$ cat src/rtl/circle_buffer_readout_ctrl.sv
// Circular-buffer readout: after a trigger, copies PRE+1+POST frames into the readout FIFO with headers and a trailer.
// Latency: FIFO write RD_LAT cycles after each read; backpressure: FIFO_AFULL stalls reads, in-flight words still land.
module circle_buffer_readout_ctrl #(
    parameter int DATA_W      = 32,
    parameter int ADDR_W      = 16,
    parameter int BUF_DEPTH   = 48200,
    parameter int FRAME_LEN   = 484,
    parameter int PRE_FRAMES  = 4,
    parameter int POST_FRAMES = 0,
    parameter int RD_LAT      = 2,
    parameter int HDR_POS     = 2
) (
    input  logic              CLK,
    input  logic              RST_N,
    input  logic              TRIGGER,
    input  logic [15:0]       TRIGGER_CNT,
    input  logic              FRAME_END,
    input  logic              BUFFER_WREN,
    input  logic [DATA_W-1:0] BUFFER_DOUT,
    output logic [ADDR_W-1:0] BUFFER_ADDRA,
    output logic [ADDR_W-1:0] BUFFER_ADDRB,
    output logic              BUFFER_RDEN,
    input  logic              FIFO_AFULL,
    output logic              FIFO_WREN,
    output logic [DATA_W-1:0] FIFO_DIN,
    output logic              BUSY,
    output logic              OVERRUN,
    output logic [15:0]       TRIG_DROP_CNT
);
    localparam int FRAMES = PRE_FRAMES + 1 + POST_FRAMES;
    localparam int TOTAL  = FRAMES * FRAME_LEN;
    localparam int CNT_W  = $clog2(TOTAL + 1);
    localparam int IDX_W  = (FRAME_LEN > 1) ? $clog2(FRAME_LEN) : 1;
    localparam logic [7:0] POST_LAST = 8'(POST_FRAMES - 1);

    if (TOTAL >= BUF_DEPTH) begin : g_chk_total
        $error("readout window must be smaller than the buffer");
    end
    if (FRAMES > 255) begin : g_chk_frames
        $error("frame sequence number is 8 bits wide");
    end
    if (DATA_W < 32 || RD_LAT < 1 || RD_LAT > 3 || HDR_POS >= FRAME_LEN) begin : g_chk_param
        $error("unsupported DATA_W, RD_LAT or HDR_POS");
    end

    typedef enum logic [2:0] {S_IDLE, S_ARMED, S_POST, S_LOAD, S_READ, S_DRAIN, S_TRAILER} state_t;
    state_t state, state_nxt;

    logic [ADDR_W-1:0] wr_ptr, rd_addr, load_addr;
    logic [ADDR_W:0]   load_diff;
    logic [CNT_W-1:0]  rd_cnt;
    logic [IDX_W-1:0]  word_idx;
    logic [7:0]        seq, post_cnt;
    logic [15:0]       trig_cnt_q, drop_cnt;
    logic              overrun_q;
    logic [RD_LAT-1:0] pipe_vld, pipe_hdr;
    logic [7:0]        pipe_seq [RD_LAT];
    logic              rd_done, ovr_hit, rd_issue;
    logic [DATA_W-1:0] hdr_word, trl_word;

    function automatic logic [ADDR_W-1:0] addr_inc(input logic [ADDR_W-1:0] a);
        return (a == ADDR_W'(BUF_DEPTH - 1)) ? '0 : a + ADDR_W'(1);
    endfunction

    // Start address = end_addr - TOTAL, folded back into range when it borrows.
    assign load_diff = {1'b0, wr_ptr} - (ADDR_W+1)'(TOTAL);
    assign load_addr = load_diff[ADDR_W] ? ADDR_W'(load_diff + (ADDR_W+1)'(BUF_DEPTH))
                                         : load_diff[ADDR_W-1:0];

    assign rd_done  = (rd_cnt == CNT_W'(TOTAL));
    assign ovr_hit  = (state == S_READ) && !rd_done && (wr_ptr == rd_addr);
    assign rd_issue = (state == S_READ) && !rd_done && !ovr_hit && !FIFO_AFULL;

    always_ff @(posedge CLK) begin
        if (!RST_N) state <= S_IDLE;
        else        state <= state_nxt;
    end

    always_comb begin
        state_nxt = state;
        case (state)
            S_IDLE:    if (TRIGGER) state_nxt = S_ARMED;
            S_ARMED:   if (FRAME_END) state_nxt = (POST_FRAMES == 0) ? S_LOAD : S_POST;
            S_POST:    if (FRAME_END && post_cnt == POST_LAST) state_nxt = S_LOAD;
            S_LOAD:    state_nxt = S_READ;
            S_READ:    if (rd_done || ovr_hit) state_nxt = S_DRAIN;
            S_DRAIN:   if (pipe_vld == '0) state_nxt = S_TRAILER;
            S_TRAILER: if (!FIFO_AFULL) state_nxt = S_IDLE;
            default:   state_nxt = S_IDLE;
        endcase
    end

    always_comb begin
        hdr_word        = '0;
        hdr_word[31:0]  = {trig_cnt_q, 8'h00, pipe_seq[RD_LAT-1]};
        trl_word        = '0;
        trl_word[31:0]  = {trig_cnt_q, 8'hA5, 7'd0, overrun_q};
    end

    always_comb begin
        BUFFER_RDEN = rd_issue;
        BUSY        = (state != S_IDLE);
        FIFO_WREN   = 1'b0;
        FIFO_DIN    = '0;
        if (pipe_vld[RD_LAT-1]) begin
            FIFO_WREN = 1'b1;
            FIFO_DIN  = pipe_hdr[RD_LAT-1] ? hdr_word : BUFFER_DOUT;
        end else if (state == S_TRAILER && !FIFO_AFULL) begin
            FIFO_WREN = 1'b1;
            FIFO_DIN  = trl_word;
        end
    end

    always_ff @(posedge CLK) begin
        if (!RST_N) begin
            wr_ptr     <= '0;
            rd_addr    <= '0;
            rd_cnt     <= '0;
            word_idx   <= '0;
            seq        <= '0;
            post_cnt   <= '0;
            trig_cnt_q <= '0;
            drop_cnt   <= '0;
            overrun_q  <= 1'b0;
            pipe_vld   <= '0;
            pipe_hdr   <= '0;
            for (int i = 0; i < RD_LAT; i++) pipe_seq[i] <= '0;
        end else begin
            if (BUFFER_WREN) wr_ptr <= addr_inc(wr_ptr);

            if (state == S_IDLE && TRIGGER) begin
                trig_cnt_q <= TRIGGER_CNT;
                overrun_q  <= 1'b0;
            end else if (ovr_hit) begin
                overrun_q  <= 1'b1;
            end
            if (TRIGGER && state != S_IDLE && drop_cnt != 16'hFFFF)
                drop_cnt <= drop_cnt + 16'd1;

            if (state == S_ARMED)                 post_cnt <= '0;
            else if (state == S_POST && FRAME_END) post_cnt <= post_cnt + 8'd1;

            if (state == S_LOAD) begin
                rd_addr  <= load_addr;
                rd_cnt   <= '0;
                word_idx <= '0;
                seq      <= '0;
            end else if (rd_issue) begin
                rd_addr <= addr_inc(rd_addr);
                rd_cnt  <= rd_cnt + CNT_W'(1);
                if (word_idx == IDX_W'(FRAME_LEN - 1)) begin
                    word_idx <= '0;
                    seq      <= seq + 8'd1;
                end else begin
                    word_idx <= word_idx + IDX_W'(1);
                end
            end

            // Tag each read with its header flag so the word lands RD_LAT cycles later.
            pipe_vld[0] <= rd_issue;
            pipe_hdr[0] <= rd_issue && (word_idx == IDX_W'(HDR_POS));
            pipe_seq[0] <= seq;
            for (int i = 1; i < RD_LAT; i++) begin
                pipe_vld[i] <= pipe_vld[i-1];
                pipe_hdr[i] <= pipe_hdr[i-1];
                pipe_seq[i] <= pipe_seq[i-1];
            end
        end
    end

    assign BUFFER_ADDRA  = wr_ptr;
    assign BUFFER_ADDRB  = rd_addr;
    assign OVERRUN       = overrun_q;
    assign TRIG_DROP_CNT = drop_cnt;

endmodule

$ cat config.mk
export PLATFORM = sky130hd
export DESIGN_NAME = circle_buffer_readout_ctrl
export DESIGN_NICKNAME = d
export VERILOG_FILES = /design/src/rtl/circle_buffer_readout_ctrl.sv
export SDC_FILE = /design/constraint.sdc
export NUM_CORES = 1
export LEC_CHECK = 0
export ABC_CLOCK_PERIOD_IN_PS = 3320
export CAP_MARGIN = 20
export CORE_MARGIN = 2
export CORE_UTILIZATION = 53
export DETAILED_ROUTE_END_ITERATION = 10
export PLACE_DENSITY = 0.81
export SLEW_MARGIN = 0
export SYNTH_ARGS = -nofsm -noshare
export SYNTH_HDL_FRONTEND = slang
export SYNTH_SLANG_ARGS = --single-unit
$ cat constraint.sdc
create_clock -name CLK -period 3.32 [get_ports CLK]
set_clock_uncertainty 0.15 [all_clocks]
set_input_delay 0.664 -clock CLK [delete_from_list [all_inputs] [get_ports CLK]]
set_output_delay 0.664 -clock CLK [all_outputs]
set_load 0.02 [all_outputs]
==> qor.yml <==
timing:
  period_needed_ps: 3220
  period_share: 0.970
  final_hold_viol_count: 0
  grt_setup_unrepaired: "no"
  finalWorstSetupSlack_ps: 98.0
  worstMarginPinSlew_ps: 853
  whs_ps: 285
  fmax_mhz: 310
  setup_viol: 0
  report.final.slew_viol_count: 0
  relSlewSlack: 0.429
grt:
  grt_pass1_vias: 6183
  grtUsageTotal: 0.267
  antenna_found_initial: 0
  grt_max_degree: 38
  grt-ovfl-total: 0
  grt_first_pass_wirelength_um: 30800
cells_and_area:
  postLayoutCellArea_um2: 9390
  drive_gt1_frac: 0.104
  fin_cells: 1206
  num-nets-final: 1084
  register_area_um2: 2500
  synthToLayoutAreaGrowth_pct: 32.4
  multi_input_area_um2: 4290
  num_antenna_cells: 0
  final_core_util: 0.715
  nFillCells: 1014
route:
  first_pass_iters: 5
  drt-initial-drc-count: 522
  wl_per_cell_um: 16.0
  wl_um: 19300
  vias: 6780
  vias_per_cell: 5.62
  drc: 0
  ant_nets: 0
floorplanning:
  die_h_um: 120
  io_pins: 138
  dieArea_um2: 14300
  core-area_um2: 13100
  initial_utilization: 0.540
  die-width_um: 120
  num_rows: 42
setup_path:
  r2r-end: "BUFFER_ADDRB[7]$_SDFFE_PN0P_"
  cpPeakStageDelay_ps: 540
  cp-end-kind: "output port"
  cp.arrival_ps: 2410
  crit_fanout: 10
  r2r-start: "BUFFER_ADDRA[3]$_SDFFE_PN0P_"
  reg2reg_depth: 10
  path_class: "flop to output port"
  r2r_slack_ps: 320
  critPathLaunchType: "flop"
  path_buf_inv: 2
  worstPathRequired_ps: 2510
  path_cells: "xor2_1, nor4_2, nand4_4, nand2_4, inv_4, clkdlybuf4s50_1"
  critPathSlowestCell: "clkdlybuf4s50_1"
  cp-startpoint: "BUFFER_ADDRB[4]$_SDFFE_PN0P_"
  crit_family: "simple AND/OR/NAND/NOR gates"
logic_synthesis:
  synth_area_leaders: "dfxtp_1 35%, xor2_1 5.9%, nor2_1 5.6%, nand2_1 5.5%, xnor2_1 4.4%"
  synth_flop_cell: "dfxtp_1"
  netlist_area_um2: 7090
  yosysMostFrequentCell: "dfxtp_1"
  synth-seq-cells: 125
  synth_edf_count: 0
  synth_top_area_cell: "dfxtp_1"
  seq_area_frac_synth: 0.353
  synthArstFlopShare: 0
  synth_cell_type_count: 77
  avgSynthCellArea_um2: 8.09
  netlist_instances: 877
  synth_top_cell_area_share: 0.353
  synth_nets: 944
  synth_common_cells: "125 x dfxtp_1, 105 x nor2_1, 103 x nand2_1, 48 x xor2_1, 42 x a21oi_1"
  synth_warnings: 0
placement:
  place_ws_ps: -430
  portBuffers: 137
  dp.cells: 1173
  hpwlAfterDp_um: 13500
  place_area_um2: 8710
  gp_congestion: 0.950
power:
  pwr-share-comb: 0.258
  sw_frac_of_total: 0.325
  ir_worst_vdd_mv: 0.383
  sequentialPowerShare: 0.358
  leakage_uw: 0.00375
  p_int_uw: 3200
  clock_power_share: 0.384
  p_per_area_nw_per_um2: 505
  power.switching_uw: 1540
outcome:
  status: "finished clean"
clock_network:
  cts_root_buf: "clkbuf_16"
  clock_sinks: 125
  ctsResizeCount: 5
  h-tree-depth: 4
  clk_path_buf_depth: 2
  clkLatencyLatePin_ps: 420
  cts_hold_buf: 0
  post_cts_buffers: 0
  clk_pin_slew_worst_paths_ps: 60
  cts_tree: "built"
  cts_buffers: 17
hold_path:
  min_to: "pipe_seq[0][14]$_SDFF_PN0_"
  hold_depth: 1
  holdCritStartpoint: "pipe_seq[0][6]$_SDFF_PN0_"
  min_path_type: "flop to flop"
job:
  maxCapViolations: 0
==> how the worst max path moves through the flow <==
stage                                   endpoint  slack (ps)  depth (start not counted)
global route                        FIFO_DIN[10]          10                          6
CTS                                 FIFO_DIN[31]          20                          6
global placement                    FIFO_DIN[31]        -350                          6
finish                               BUFFER_RDEN         100                          6
detailed placement                  FIFO_DIN[31]        -430                          6
floorplan           BUFFER_ADDRB[9]$_SDFFE_PN0P_         540                         12
==> power by group through the flow <==
stage | Sequential (uW) | Clock, uW | Combinational [uW]
after floorplan | 1750 | 0 | 779
after global placement | 1720 | 0 | 1180
after detailed placement | 1730 | 0 | 1190
after CTS | 1700 | 1850 | 1200
after global routing | 1710 | 1930 | 1330
final | 1700 | 1820 | 1230
==> stage by stage <==
step | TNS, ps | power [uW]
6_report | 0 | 4750
4_1_cts | 0 | 4750
3_3_place_gp | -4810 | 2910
2_1_floorplan | 0 | 2530
3_5_place_dp | -6060 | 2920
5_1_grt | 0 | 4960
==> registers in the layout, summed over array words and instances (netlist names), 8 cells and up <==
register	cells
BUFFER_ADDRA	16
BUFFER_ADDRB	16
TRIG_DROP_CNT	16
pipe_seq	16
post_cnt	8
rd_cnt	12
seq	8
trig_cnt_q	16
word_idx	9
==> layout make-up <==
cell class | count | area share
multi-input cells | 674 | 0.457
clock buffers | 17 | 0.0453
inverters | 26 | 0.0107
flip-flops and latches | 125 | 0.267
clock inverters | 15 | 0.0173
well taps | 176 | 0.0235
repair buffers | 173 | 0.180
==> cells in the final DEF, fill, tap and decap left out, drive strengths merged, types with 17 or more instances in the layout <==
master         Yosys  routed
inv               25      29
dfxtp            125     125
a21oi             44      44
nand2            104     104
clkdlybuf4s50      0     119
nand3             36      36
nand4             24      24
dlymetal6s2s       0      18
buf               25      36
clkbuf            27      17
o21ai             42      42
and2              30      30
nor3              25      25
xor2              48      48
xnor2             36      36
nor2             107     107
==> kinds of logic (layout without fill, tap and decap cells) <==
logic type	count (synthesis)	after routing	synth area share
and+or+nand+nor	414	414	0.307
AOI/OAI and AO/OA	142	142	0.136
DFF	125	125	0.353
xor gates and xnor gates	84	84	0.104
buffers and inverters	78	231	0.0476
muxes	21	21	0.0305
adders and majority gates	13	13	0.0229
==> routing by layer <==
metal | wire [um] | vias to the layer above | track usage | share of wire
met5 | 0 | - | 0 | 0
met4 | 346 | 0 | 0.0978 | 0.018
met3 | 1710 | 29 | 0.0713 | 0.089
met2 | 9040 | 273 | 0.431 | 0.47
met1 | 8200 | 3148 | 0.342 | 0.42
li1 | - | 3330 | - | -
(Power assumes the default switching activity.)
